**config.mk**
```make
export PLATFORM = sky130hd
export DESIGN_NAME = button_irq_ctrl_flat
export DESIGN_NICKNAME = d
export VERILOG_FILES = /design/src/rtl/button_irq_ctrl_if.sv /design/src/rtl/button_irq_ctrl.sv /design/src/flat_wrapper.sv
export SDC_FILE = /design/constraint.sdc
export NUM_CORES = 1
export LEC_CHECK = 0
export ABC_AREA = 1
export CAP_MARGIN = 15
export CELL_PAD_IN_SITES_DETAIL_PLACEMENT = 0
export CELL_PAD_IN_SITES_GLOBAL_PLACEMENT = 1
export CORE_MARGIN = 2
export CORE_UTILIZATION = 37
export CTS_CLUSTER_DIAMETER = 60
export DETAILED_ROUTE_END_ITERATION = 7
export MAX_ROUTING_LAYER = met4
export PLACE_DENSITY_LB_ADDON = 0.05
export SLEW_MARGIN = 25
export SYNTH_ARGS = -nofsm -noshare
export SYNTH_HDL_FRONTEND = slang
export SYNTH_SLANG_ARGS = --single-unit
```
**constraint.sdc**
```tcl
create_clock -name clk -period 1.18 [get_ports clk]
set_input_delay 0.177 -clock clk [delete_from_list [all_inputs] [get_ports clk]]
set_output_delay 0.177 -clock clk [all_outputs]
set_load 0.02 [all_outputs]
```
**src/rtl/button_irq_ctrl_if.sv**
```systemverilog
// Button interrupt controller bus: raw keys and enables in,
// one-at-a-time interrupt with identifying data word out.
interface button_irq_ctrl_if #(
    parameter int N_BTN = 4
);
    logic [N_BTN-1:0] buttons;
    logic [N_BTN-1:0] irq_en;
    logic             ack;
    logic             interrupt;
    logic [15:0]      data_reg;

    modport master (
        output buttons,
        output irq_en,
        output ack,
        input  interrupt,
        input  data_reg
    );

    modport slave (
        input  buttons,
        input  irq_en,
        input  ack,
        output interrupt,
        output data_reg
    );
endinterface

```
**src/rtl/button_irq_ctrl.sv**
```systemverilog
// Multi-channel debounced push-button interrupt source.
// Presses latch into pending bits; lowest pending channel is served first.
module button_irq_ctrl #(
    parameter int N_BTN           = 4,
    parameter int DEBOUNCE_CYCLES = 4,
    parameter bit ACTIVE_LOW      = 1'b1
) (
    input logic             clk,
    input logic             rst,
    button_irq_ctrl_if.slave bus
);

    localparam int CW = $clog2(DEBOUNCE_CYCLES + 1);
    localparam logic [CW-1:0] CNT_MAX = CW'(DEBOUNCE_CYCLES - 1);
    localparam logic [N_BTN-1:0] INACT = {N_BTN{ACTIVE_LOW}};

    typedef enum logic [1:0] {
        S_IDLE,
        S_ASSERT,
        S_GAP
    } state_e;

    logic [N_BTN-1:0] sync1_q;
    logic [N_BTN-1:0] s_q;
    logic [N_BTN-1:0] deb_q;
    logic [N_BTN-1:0] deb_d;
    logic [N_BTN-1:0] deb_prev_q;
    logic [CW-1:0]    cnt_q [N_BTN];
    logic [CW-1:0]    cnt_d [N_BTN];

    logic [N_BTN-1:0] press;
    logic [N_BTN-1:0] pend_q;
    logic [N_BTN-1:0] pend_d;
    logic [N_BTN-1:0] clr;
    logic [N_BTN-1:0] sel_oh;
    logic [7:0]       sel_idx;
    logic             sel_found;
    logic [7:0]       pend8;

    state_e     state_q;
    logic       irq_q;
    logic [15:0] data_q;

    // Debounce: a level change is accepted after D stable cycles.
    always_comb begin
        deb_d = deb_q;
        for (int i = 0; i < N_BTN; i++) begin
            cnt_d[i] = cnt_q[i];
            if (s_q[i] == deb_q[i]) begin
                cnt_d[i] = '0;
            end else if (cnt_q[i] == CNT_MAX) begin
                deb_d[i] = s_q[i];
                cnt_d[i] = '0;
            end else begin
                cnt_d[i] = cnt_q[i] + 1'b1;
            end
        end
    end

    always_ff @(posedge clk or posedge rst) begin
        if (rst) begin
            sync1_q    <= INACT;
            s_q        <= INACT;
            deb_q      <= INACT;
            deb_prev_q <= INACT;
            for (int i = 0; i < N_BTN; i++) begin
                cnt_q[i] <= '0;
            end
        end else begin
            sync1_q    <= bus.buttons;
            s_q        <= sync1_q;
            deb_q      <= deb_d;
            deb_prev_q <= deb_q;
            for (int i = 0; i < N_BTN; i++) begin
                cnt_q[i] <= cnt_d[i];
            end
        end
    end

    // Inactive-to-active transition of the debounced level only.
    assign press = (deb_q ^ INACT) & ~(deb_prev_q ^ INACT);

    always_comb begin
        sel_oh    = '0;
        sel_idx   = '0;
        sel_found = 1'b0;
        for (int i = 0; i < N_BTN; i++) begin
            if (pend_q[i] && !sel_found) begin
                sel_found  = 1'b1;
                sel_idx    = 8'(i);
                sel_oh[i]  = 1'b1;
            end
        end
    end

    always_comb begin
        pend8 = '0;
        pend8[N_BTN-1:0] = pend_q;
    end

    assign clr = (state_q == S_IDLE) ? sel_oh : '0;

    // A press on the same edge as its clear wins; enable gates both.
    assign pend_d = ((pend_q & ~clr) | press) & bus.irq_en;

    always_ff @(posedge clk or posedge rst) begin
        if (rst) begin
            pend_q <= '0;
        end else begin
            pend_q <= pend_d;
        end
    end

    always_ff @(posedge clk or posedge rst) begin
        if (rst) begin
            state_q <= S_IDLE;
            irq_q   <= 1'b0;
            data_q  <= '0;
        end else begin
            unique case (state_q)
                S_IDLE: begin
                    if (sel_found) begin
                        data_q  <= {pend8, 8'(sel_idx + 8'd1)};
                        irq_q   <= 1'b1;
                        state_q <= S_ASSERT;
                    end
                end
                S_ASSERT: begin
                    if (bus.ack) begin
                        irq_q   <= 1'b0;
                        state_q <= S_GAP;
                    end
                end
                S_GAP: begin
                    state_q <= S_IDLE;
                end
                default: begin
                    irq_q   <= 1'b0;
                    state_q <= S_IDLE;
                end
            endcase
        end
    end

    assign bus.interrupt = irq_q;
    assign bus.data_reg  = data_q;

endmodule
```
**src/flat_wrapper.sv**
```systemverilog
// flat-port wrapper written by rule: the top's interface ports become plain ports
module button_irq_ctrl_flat 
#(
    parameter int N_BTN           = 4,
    parameter int DEBOUNCE_CYCLES = 4,
    parameter bit ACTIVE_LOW      = 1'b1
)
  (clk, rst, bus_buttons, bus_irq_en, bus_ack, bus_interrupt, bus_data_reg);
  button_irq_ctrl_if #(.N_BTN(N_BTN)) bus_i ();
  input logic clk;
  input logic rst;
  input wire logic [$bits(bus_i.buttons)-1:0] bus_buttons;
  input wire logic [$bits(bus_i.irq_en)-1:0] bus_irq_en;
  input wire logic [$bits(bus_i.ack)-1:0] bus_ack;
  output wire logic [$bits(bus_i.interrupt)-1:0] bus_interrupt;
  output wire logic [$bits(bus_i.data_reg)-1:0] bus_data_reg;
  assign bus_i.buttons = bus_buttons;
  assign bus_i.irq_en = bus_irq_en;
  assign bus_i.ack = bus_ack;
  assign bus_interrupt = bus_i.interrupt;
  assign bus_data_reg = bus_i.data_reg;
  button_irq_ctrl #(.N_BTN(N_BTN), .DEBOUNCE_CYCLES(DEBOUNCE_CYCLES), .ACTIVE_LOW(ACTIVE_LOW)) u_core (.clk(clk), .rst(rst), .bus(bus_i));
endmodule
```
==> run summary, run 1 <==
The flow ran to the end, but the final reports show violations. The final reports fail on negative setup slack. The number of nets at the end of the flow came out at 200.

The average wire length per cell after detail routing came out at roughly 11 um. Relative to the synthesized area, the layout overhead comes to 20.9%. The vertical extent of the die came out at ~70 um.

The tightest min-delay check is of the in -> async type. The most critical setup path has its startpoint at u_core.pend_q[1]. The met2 usage in global routing is between 10% and 20%. Data arrives at the worst endpoint at about 1.4 ns. The number of distinct library cells after synthesis is 23. The combinational group share of total power came out at 34.5%.

The top-level I/O count is 28. The critical path goes through inv_2, o21ai_2, nand2_1, inv_1, ha_1, nand3_1, nand2_1. A synthesized cell averages between 10 and 15 sq um.

The area of all placed cells without fillers is about 2000 sq um. For this block, the initial DRC count from the detailed router was 73. The quantity of I/O buffers inserted on ports is 18.

Along the worst path, the maximum fanout reaches 3. The global routing stage identified its most utilized layer as met2. Broken down by cell family, the worst path's largest delay share belongs to flip-flops. The maximum clock insertion buffer count is 2. The portion of the post-synthesis area used by sequential elements came out at a little over three fifths. The count of hold-fix buffers inserted at cts came out at 0. The worst vdd rail ir drop is about 1000 uV. The required arrival time at the worst endpoint came out at ~1.4 ns. The count of mapped cells out of synthesis is between 150 and 200. Buffers inserted during clock tree synthesis total 5. The clock tree root buffer cell is sky130_fd_sc_hd__clkbuf_8.

The internal power contribution is between 0.003 and 0.004 W. The startpoint type of the worst setup path is a register. The detailed-routing iteration count for the pre-antenna-repair pass came out at 4.

The maximum level of the CTS H-tree came out at 2. The number of standard-cell rows in the floorplan came out at 24. The fraction of the mapped netlist area in simple logic gates is 15.6%. After synthesis, the largest family of logic cells by area is simple AND/OR/NAND/NOR gates. The worst register-to-register path begins at u_core.pend_q[1].

The floorplan die width came out at ~72 um. The effective utilization at floorplan is between 30% and 40%. STA classifies the critical path endpoint as a register. Once routing completed, OpenROAD measured the worst setup slack at -0.0235 ns. The maximum number of pins on one net before global-route repair is 43. The final hold violation count was 0. The delay of the slowest cell on the worst path came out at roughly 0.43 ns. Across the routed clock network, the largest skew measured is ~0.0037 ns. The complex-gate fraction of the synthesized area came out at 6.06%. The clock share of power is 20.5%. In the global route stage, overall resource usage came out at between 10% and 20%. The most common library cell in the layout ignoring fill and taps is sky130_fd_sc_hd__nand2_1. The count of antenna-violating nets left after detailed routing is 0. The clock sink count is 42. In the final layout, flip-flops and latches occupy 1070 sq um. Final hold analysis gives a worst-case slack of around 0.26 ns.

Setup repair after global routing could not meet its margin everywhere. The worst-skew pair later-pin latency is slightly below 0.3 ns. The final period utilization came out at 102%. The total count of max-transition violations in the final report came out at 0. 0 antenna diodes ended up in the layout.

The final-report setup violation count is 1. The share of total power dissipated in sequential elements is ~45%. In this run the standard cell core region covers between 4000 and 5000 sq um. The HPWL after detailed placement came out at roughly 1.8 mm. Wires add up to 2.57 mm. The initial antenna violation count is 0. For this run the aggregate overflow at the end of global routing stands at 0. The total number of yosys warnings came out at 0. The critical path is of the reg -> reg type. For this run, global-route usage on met1 was measured as 12.7%. For this run, global-route usage on met3 was measured as roughly 4.6%. The number of flip-flops in the largest register came out at 12. The placer congestion estimate is between 0.8 and 0.9. The total die area is 5130 sq um. In the final layout, the multi-input gates occupy 502 sq um. The worst setup slack for register-to-register paths came out at -0.02 ns.

The CTS tree is done. The count of buffering cells on the critical path with inverters included came out at 2. The number of max-cap violations is 0. In this run the power density over the cells is between 2000 and 3000 nW/um^2. Net switching is 34.5% of the power. The first global-routing pass estimated 4.35 mm of wire. The critical-path cell with the highest stage delay is sky130_fd_sc_hd__dfrtp_1. For this run, design rule violations remaining after detail routing come to 0. The adder and majority cell fraction of the synthesized area came out at around 3.7%. Counting stages on the worst path, the most repeated cell is sky130_fd_sc_hd__nand2_1. The layout has 410 filler cells. The ratio of cells with drive above 1 in the final layout came out at about a quarter. The share of synthesized area spent on multiplexers came out at 0%. For this run, the top clock speed supported by timing is between 800 and 900 MHz. In the layout the commonest cells are 28 x sky130_fd_sc_hd__nand2_1, 26 x sky130_fd_sc_hd__dfrtp_1, 16 x sky130_fd_sc_hd__inv_1, 16 x sky130_fd_sc_hd__dfstp_2, 10 x sky130_fd_sc_hd__clkdlybuf4s50_1. The mapped netlist covers 1690 sq um. The detail-routed via count per cell came out at between 4 and 5. The clock-pin slew of the registers on the worst-case setup and hold paths is around 0.08 ns.

The fraction of synthesized cell area in xor and xnor cells came out at 2.07%. For this design the total switching power over the nets is approximately 0.0018 W. The time the worst path needs with I/O delays and setup came out at approximately 1.2 ns. The detailed router placed roughly 1,000 vias in this run. The count of state elements after synthesis is 42.

In this run the static leakage power is about 1 nW. The cell area reported after detailed placement is 1930 sq um. The via count of the first global-routing pass came out at ~1,000.
[per-layer routing]
metal	up-vias	wire (um)
met5	-	0
met4	0	50
met3	7	124
met2	27	1300
met1	485	1090
li1	521	-
[tightest hold or removal path: cells and delay by family]
family | cells | cell delay (ns)
buf+inv | 3 | 0.74
[through the flow]
stage | util (%) | worst slack, ns | total power (W) | TNS (ns) | std cells
3_3_place_gp | 44.0 | 0.00525 | 0.00402 | 0 | 225
3_5_place_dp | 44.0 | -0.0245 | 0.00408 | -0.0245 | 225
2_1_floorplan | - | 0.0187 | 0.00358 | 0 | 161
4_1_cts | 46.7 | 0.000114 | 0.00514 | 0 | 235
6_report | 46.7 | -0.0235 | 0.00513 | -0.0235 | 237
5_1_grt | 46.7 | -0.0599 | 0.00554 | -0.0752 | 237
[cell usage after synthesis (all sizes together)]
master	count	area, sq um
buf	10	82.6
xnor2	4	35.0
nand2	30	123
dfrtp	26	651
dfstp	16	420
nor3	4	20.0
a21oi	5	25.0
nor3b	4	30.0
conb	1	3.75
inv	19	71.3
a21boi	3	22.5
ha	5	62.6
o21a	1	7.51
o21ai	8	47.6
nor2	11	56.3
nand3	6	35.0
[final cells by class]
type / instances / area share (%)
clock buffer: 8 / 5.38
tap: 52 / 3.18
multi-input combinational: 90 / 24.5
timing repair buffer: 26 / 11.1
inverter: 19 / 3.48
sequential: 42 / 52.3
[path summary, 6_finish.rpt]
check / to / depth (start not counted)
setup / recovery: u_core.bus.data_reg[1] / 7
hold / removal: u_core.cnt_q[9] / 3
setup reg to reg: u_core.bus.data_reg[1] / 7
hold reg to reg: u_core.s_q[1] / 0
max in group asynchronous: u_core.deb_q[3] / 3
min in group clk: u_core.sync1_q[3] / 1
[power by group through the flow]
stage	clock network, W	registers [W]	logic, W
finish	0.00105	0.00230	0.00177
global route	0.00118	0.00237	0.00199
CTS	0.00110	0.00230	0.00174
detailed placement	0	0.00233	0.00175
global placement	0	0.00230	0.00172
floorplan	0	0.00243	0.00115
[timing repair]
item                       in CTS  in global routing
setup endpoints to repair       9                 11
resized for setup              12                 13
buffers inserted                2                  2
pin swaps                       3                  3
[cells by family after synthesis]
kind of cell / after synthesis
other: 1
adder cells (fa/ha/maj): 5
XOR/XNOR: 4
AND/OR/NAND/NOR: 55
buffers and inverters: 29
AO/OA/AOI/OAI: 17
flip-flops: 42
(Power assumes the default switching activity.)
==> run 2, diff against run 1 <==
Settings changed: CORE_MARGIN 2 to not set.
==> run 2 against run 1 <==
Net effect:
- sequential cell count stayed put
- worst hold slack improved by 0.0081 ns
- the run still ends with negative setup slack left
- clock power decreased by 18%
- sequential share of layout area rose by 0.45 points
- cell area shrank 0.86%
- critical endpoint unchanged
- via count is essentially flat
- clock skew rose by 0.0079 ns
==> run summary, run 2 (synthesis results as in run 1) <==
The total die area is 4850 sq um (-5.5%). The final hold violation count was 0 (unchanged). The detailed-routing iteration count for the pre-antenna-repair pass came out at 4 (unchanged). The time the worst path needs with I/O delays and setup came to 1.20 ns (-0.00560 ns). Leaving out fill and tap cells, the most frequent cell in the layout is sky130_fd_sc_hd__nand2_1. Compared with the post-synthesis result, the final layout area differs by 19.9%. The required arrival time at the worst endpoint is 1.41 ns (+0.05 ns). The DRC violation count after routing was 0 (unchanged). The final period utilization was 102% (-0.47 points). The vertical extent of the die is 69.6 um (-2.8%). The remaining global-route overflow is 0 (unchanged). The total length of routed wires is 2.44 mm (-4.9%). The cell area reported after detailed placement came out at 1930 sq um (unchanged). The combinational group share of total power came out at 35.9% (+1.4 points). The power per cell area came out at 2420 nW/um^2 (-3.3%). The top-level I/O count came out at 28 (unchanged). The area taken by flip-flops and latches was 1070 sq um (unchanged).

The antenna diode instance count is 0 (unchanged). The detailed-route via count came out at 1,039 (-0.096%). The maximum clock insertion buffer count was 2 (unchanged).

The top cell types in the final layout, fill and taps aside, are 28 x sky130_fd_sc_hd__nand2_1, 26 x sky130_fd_sc_hd__dfrtp_1, 17 x sky130_fd_sc_hd__inv_1, 16 x sky130_fd_sc_hd__dfstp_2, 10 x sky130_fd_sc_hd__clkdlybuf4s50_1. The number of flip-flops in the largest register is 12 (unchanged). The worst register-to-register path begins at u_core.pend_q[3]. The data arrival time at the worst-slack endpoint was 1.43 ns (+0.05 ns). In this run the worst setup path begins at u_core.pend_q[3]. Setup repair after global routing could not meet its margin everywhere.

The number of max-cap violations came out at 0 (unchanged). The detail-routed via count per cell came out at 4.38 (about the same). The area of the core came out at 4380 sq um (unchanged). The run finished, with violations left. The via count of the first global-routing pass came out at 990 (-4.7%). The worst register-to-register path ends at u_core.bus.data_reg[1]. By startpoint and endpoint, the worst setup path is classified as reg -> reg.

The DRC violation total after the first TritonRoute iteration is 29 (-60%). The area of the multi-input gates is 504 sq um (+0.50%). The non-filler instance count after layout is 237 (unchanged). The worst vdd rail ir drop came to 839 uV (-20%). The total count of max-transition violations in the final report is 0 (unchanged). The root buffer cell chosen for the clock tree is sky130_fd_sc_hd__clkbuf_8. The HPWL after detailed placement came out at 1.70 mm (-4.7%). The internal power contribution came to 0.00319 W (-4.8%).

The checks that failed: negative setup slack. The area of all placed cells without fillers is 2030 sq um (-0.86%). The total clock buffers created by CTS came to 5 (unchanged).

The worst-skew pair later-pin latency is 0.29 ns (about the same). The maximum fanout along the worst path came out at 3 (unchanged). The switching part of the total came out at 35.0% (+0.46 points).

The number of standard-cell rows in the floorplan came out at 24 (unchanged). The final worst clock skew came out at 0.0116 ns (+0.00792 ns). The count of cells along the worst register-to-register path came to 5 (-2).

The worst setup slack for register-to-register paths is -0.02 ns (about the same). The global-route wire length before repair came to 4.22 mm (-3.0%). The net switching power figure is 0.00172 W (-2.9%). The ratio of cells with drive above 1 in the final layout is 23.2% (-2.7 points). TritonCTS built the clock tree. The cell leakage power came out at 0.970 nW (-2.0%).

The initial antenna violation count is 0 (unchanged). The placer congestion estimate came out at 0.821 (+1.8%). The count of hold-fix buffers inserted at cts came out at 0 (unchanged). The quantity of I/O buffers inserted on ports came out at 18 (unchanged).

The final worst setup slack came out at -0.0179 ns (+0.00560 ns). The clock sink count was 42 (unchanged). The count of antenna-violating nets left after detailed routing came out at 0 (unchanged). The global-route total usage across every layer is 11.6% (-0.044 points). The class of the worst hold path is in -> async. The sequential group share of total power came to 46.7% (+1.8 points).

The number of filler cells placed in the layout came to 418 (+2.0%). The maximum level of the CTS H-tree is 2 (unchanged). The number of nets at the end of the flow came out at 200 (unchanged). The clock share of power is 17.4% (-3.1 points).

The fmax is 835 MHz (+0.47%). The maximum number of pins on one net before global-route repair is 43 (unchanged). The floorplan die width came out at 69.6 um (-2.8%). The kind of end point of the critical path is a register. The worst setup path is launched from a register. The placed cell count came out at 225 (unchanged). The effective utilization at floorplan was 38.6% (unchanged).

The clock-pin slew of the registers on the worst-case setup and hold paths came out at 0.07 ns (about the same). The final-report setup violation count came out at 1 (unchanged). The average wire length per cell after detail routing is 10.3 um (-4.9%).
==> run 2: power groups by stage <==
stage,Combinational (W),Clock [W],Sequential [W]
2_1_floorplan,0.00115,0,0.00243
3_3_place_gp,0.00172,0,0.00230
3_5_place_dp,0.00176,0,0.00232
4_1_cts,0.00176,0.000908,0.00229
5_1_grt,0.00199,0.000974,0.00236
6_report,0.00176,0.000857,0.00229
==> run 2: timing repair <==
action | CTS | global route
buffers inserted | 3 | 1
pin swaps | 2 | 5
setup endpoints to repair | 9 | 12
resized for setup | 10 | 13
==> run 2: layout make-up <==
cell class                      count  area share [%]
Timing Repair Buffer               26            11.7
Clock buffer                        8            3.95
Tap cell                           52            3.21
Inverter                           19            3.51
Multi-Input combinational cell     90            24.8
Sequential cell                    42            52.8
==> run 2: critical path: stages, from the launching register on <==
cell,delay (ns)
sky130_fd_sc_hd__dfrtp_1,0.40
sky130_fd_sc_hd__buf_4,0.14
sky130_fd_sc_hd__o21a_1,0.18
sky130_fd_sc_hd__ha_2,0.31
sky130_fd_sc_hd__nand3_1,0.06
sky130_fd_sc_hd__nand2_1,0.06
==> run 2: layer usage <==
metal  vias up  track usage (%)  wire [um]
met4         0             4.67         48
met5         -                -          0
met3         5             5.09        114
met2        20             17.3       1170
met1       496             13.7       1110
li1        518                -          -
==> run 2: through the flow <==
step / utilization, % / hold slack, ns / total power [W] / setup WS (ns) / TNS [ns]
6_report: 46.3 / 0.264 / 0.00491 / -0.0179 / -0.0179
5_1_grt: 46.3 / 0.281 / 0.00533 / -0.107 / -0.163
4_1_cts: 46.1 / 0.264 / 0.00496 / 0.0000849 / 0
3_5_place_dp: 44.0 / 0.347 / 0.00408 / -0.0232 / -0.0232
3_3_place_gp: 44.0 / 0.346 / 0.00402 / 0.00542 / 0
2_1_floorplan: - / 0.181 / 0.00358 / 0.0187 / 0
==> run 2: worst max-delay path by stage <==
stage	end
after floorplan	u_core.bus.data_reg[1]
after global placement	u_core.bus.data_reg[1]
after detailed placement	u_core.bus.data_reg[1]
after CTS	bus_data_reg[0]
after global routing	u_core.bus.data_reg[1]
final	u_core.bus.data_reg[1]
==> RTL change 1, RTL diff (flow settings as in run 2) <==
`N_BTN` is set to 4 in 3 places; all go to 8.
--- a/src/rtl/button_irq_ctrl_if.sv
+++ b/src/rtl/button_irq_ctrl_if.sv
@@ -3,3 +3,3 @@
 interface button_irq_ctrl_if #(
-    parameter int N_BTN = 4
+    parameter int N_BTN = 8
 );
--- a/src/rtl/button_irq_ctrl.sv
+++ b/src/rtl/button_irq_ctrl.sv
@@ -3,3 +3,3 @@
 module button_irq_ctrl #(
-    parameter int N_BTN           = 4,
+    parameter int N_BTN           = 8,
     parameter int DEBOUNCE_CYCLES = 4,
--- a/src/flat_wrapper.sv
+++ b/src/flat_wrapper.sv
@@ -3,3 +3,3 @@
 #(
-    parameter int N_BTN           = 4,
+    parameter int N_BTN           = 8,
     parameter int DEBOUNCE_CYCLES = 4,
Interface: changed (resized bus_buttons and bus_irq_en); port bits go from 28 to 36. No check against the original RTL was run, so the function may have changed too.
==> RTL change 1 against run 2 <==
  * The flow still finishes with violations (negative setup slack)
  * Synthesized cell count up 76%
  * First-iteration DRC count increased by 6.9%
  * Clock power is 100% higher
  * Wire length rose by 110%
  * Power up 120%
  * Critical path depth is 5 higher
  * Synthesized area is 85% higher
  * Setup slack got worse by 0.28 ns
  * Sequential cell count grew 37
  * Cell area rose by 99%
  * Largest power group is now combinational cells
==> RTL change 1: results <==
outcome:
  run_status: "finished, violations left"
  violations: "negative setup slack"
cts:
  numCtsBuffers: 9
  clk_latency_ns: 0.35
  clock_path_buffers: 2
  htree_levels: 3
synthesis:
  synth_cell_types: 29
  ys_seq_area_frac: 0.6445
  synthTopCellsByArea: "dfrtp_1, dfstp_2, nand2_1"
  syn_inst: 269
  synth_seq_cells: 79
placed_design:
  numPlacedInstances: 431
  hpwlAfterDp_um: 3577
  portBuffers: 31
  place_area_um2: 3796
  gp_congestion: 0.7707
final_layout:
  nClkBuffers: 10
  multi_input_comb_cells: 150
  signal_buffers: 67
  largest_reg_flops: 24
  multiInputGateArea_um2: 940.9
  post_route_cells_drive_above_1_share: 0.3725
  fin_util: 0.4912
  nets: 372
  clk_share: 0.04123
  fin_cells: 454
  seqCellArea_um2: 2017
  fillers: 773
  nNonClkInverters: 37
  area_share_nonclk_buffers: 0.1572
global_route:
  grt_pass1_vias: 1909
  grt_pass1_wl_um: 8942
  grt_max_degree: 36
  grt.total_usage: 0.1400
drt:
  via_per_inst: 4.291
  wl_um: 5075
  drtIter0Drc: 31
power_and_ir_drop:
  ir_worst_vdd_uv: 794.3
  power.density_nw_per_um2: 2625
  p_leak_nw: 1.899
setup_path:
  crit_path_top_delay_cell: "dfrtp_1"
  cp.arrival_ns: 1.77
  critPathMaxFanout: 4
timing:
  final-setup-viol-count: 20
  skew_ns: 0.01272
  fin_tns_setup_ns: -4.202
  timing.final.ws_setup_ns: -0.2966
min_path:
  hold_path.class: "in -> reg"
==> RTL change 1: worst paths after layout <==
path	startpoint	to	slack, ns	depth (start not counted)
min in group asynchronous	rst	u_core.cnt_q[9]	0.24	3
max reg2reg	u_core.pend8[1]	u_core.bus.data_reg[2]	-0.30	10
min	bus_buttons[4]	u_core.sync1_q[4]	0.23	1
max	u_core.pend8[1]	u_core.bus.data_reg[2]	-0.30	10
min reg2reg	u_core.sync1_q[3]	u_core.s_q[3]	0.35	0
max in group asynchronous	rst	u_core.deb_q[6]	0.65	3
==> RTL change 1: what timing repair did <==
action / CTS / global route
pin swaps: 2 / 2
gates resized for setup: 58 / 19
buffers inserted: 4 / 2
cloned: 1 / 0
endpoints found under the setup margin: 33 / 23
==> RTL change 1: where the power goes <==
group | total (mW) | leakage [nW] | switching [mW] | internal (mW)
logic | 4.68 | 0.863 | 2.25 | 2.42
clock network | 1.75 | 0.0820 | 0.989 | 0.756
registers | 4.17 | 0.954 | 0.455 | 3.72
==> RTL change 1: cell families after synthesis <==
logic type / Yosys count / share of synthesized area
multiplexers: 1 / 0.003598
AND/OR/NAND/NOR: 92 / 0.1503
AO/OA/AOI/OAI: 36 / 0.07517
other: 1 / 0.001198
buffers and inverters: 43 / 0.06677
flip-flops: 79 / 0.6445
adder cells (fa/ha/maj): 9 / 0.03599
XOR/XNOR: 8 / 0.02239
==> RTL change 1: per-layer routing <==
metal,GRT usage,vias to the layer above,wire length (µm)
met1,0.1894,909,2482
met4,0.07308,0,102
met3,0.03803,12,193
met2,0.1910,31,2296
li1,-,996,-
met5,-,-,0
==> RTL change 2, RTL diff (settings of run 2) <==
Made on the original files. The 3 states of `state_e` get a one-hot encoding in 3 bits.
--- a/src/rtl/button_irq_ctrl.sv
+++ b/src/rtl/button_irq_ctrl.sv
@@ -16,6 +16,6 @@
 
-    typedef enum logic [1:0] {
-        S_IDLE,
-        S_ASSERT,
-        S_GAP
+    typedef enum logic [2:0] {
+        S_IDLE   = 3'b001,
+        S_ASSERT = 3'b010,
+        S_GAP    = 3'b100
     } state_e;
Behaviour: no difference found for any inputs over 10 cycles, from zero or initial values and one cycle with rst high; not proved beyond that.
==> RTL change 2 against run 2 <==
  * The flow finishes with violations (design-rule violations)
  * Setup slack better by 0.051 ns
  * First-iteration DRC count increased by 38%
  * Cell area rose by 6.9%
  * Power up 13%
  * Synthesized area is 3.8% higher
  * Sequential cell count up 1
  * Wire length grew 11%
  * Via count is 5.3% higher
  * Largest power group unchanged
  * Highest routed layer unchanged
==> RTL change 2: results <==
power_and_ir_drop:
  combPwrFrac: 0.382
  ir_worst_vdd_uv: 970.8
  p_clk_frac: 0.198
  p_leak_nw: 1.035
  p_sw_mw: 1.963
drt:
  wl_um: 2706
  drt_pass1_iterations: 6
  drc: 4
  via_per_inst: 4.447
  drtIter0Drc: 40
synthesis:
  synth_cell_types: 24
  yosys-top-cells-count: "nand2_1, dfrtp_1, dfstp_2, inv_1, nor2_1"
  synth_compound_area_frac: 0.06762
  ys_seq_area_frac: 0.6242
  synthTopCellsByArea: "dfrtp_1, dfstp_2, nand2_1"
  synth_fa_ha_area_frac: 0.03559
  avgSynthCellArea_um2: 10.99
  synth-xor-area-share: 0.01993
final_layout:
  seqCellArea_um2: 1097
  nNonClkInverters: 22
  post_route_cells_drive_above_1_share: 0.3093
  nClkBuffers: 7
  antenna_cells: 0
  area_share_nonclk_buffers: 0.1159
  multiInputGateArea_um2: 561.8
  nets: 209
  signal_buffers: 28
  multi_input_comb_cells: 93
  clk_share: 0.04902
  fillers: 419
global_route:
  grt.total_usage: 0.1322
  grt_max_degree: 44
  grt_pass1_vias: 1119
  antenna_found_initial: 0
  grt_pass1_wl_um: 4899
setup_path:
  cp-start-kind: "register"
  crit_end: "u_core.bus.data_reg[10]"
  cp.arrival_ns: 1.33
  critPathMaxFanout: 14
  r2r_setup_slack_ns: 0.03
  slowest_delay_ns: 0.57
  crit_path_top_delay_cell: "dfstp_2"
  r2r_start: "u_core.state_q[0]"
placed_design:
  gp_congestion: 0.6565
  portBuffers: 18
  hpwlAfterDp_um: 1870
  place_area_um2: 2019
cts:
  cts_resized: 11
  clock_path_buffers: 2
  post-cts-setup-buffers: 1
  clk_latency_ns: 0.29
  cts_num_sinks: 43
outcome:
  violations: "design-rule violations"
  run_status: "finished, violations left"
timing:
  whs_ns: 0.2408
  skew_ns: 0.008594
-- RTL change 2: changes by cell type in the layout (fill, tap and decap cells not counted), moves of 2 or more --
cell            run 2  this run
nand2_2             1         4
inv_2               2         5
nand2_1            28        25
o21ai_1             2         0
o21ai_2             3         6
inv_1              17        15
-- RTL change 2: stage by stage --
step	cells	setup slack, ns	utilization	power [mW]	TNS (ns)
after global placement	235	0.05426	0.4513	4.296	0
after global routing	246	-0.04008	0.4849	6.030	-0.2086
after detailed placement	235	0.006312	0.4513	4.372	0
after CTS	244	0.002367	0.4754	5.454	0
final	246	0.03320	0.4849	5.551	0
after floorplan	168	0.009438	-	3.744	0
-- RTL change 2: metal layers --
layer  vias to the layer above  part of all wire  track usage
met5                         -                 0            -
met4                         0             0.011      0.04000
met3                         4             0.050      0.05271
met2                        28              0.51       0.2169
met1                       513              0.43       0.1490
li1                        549                 -            -
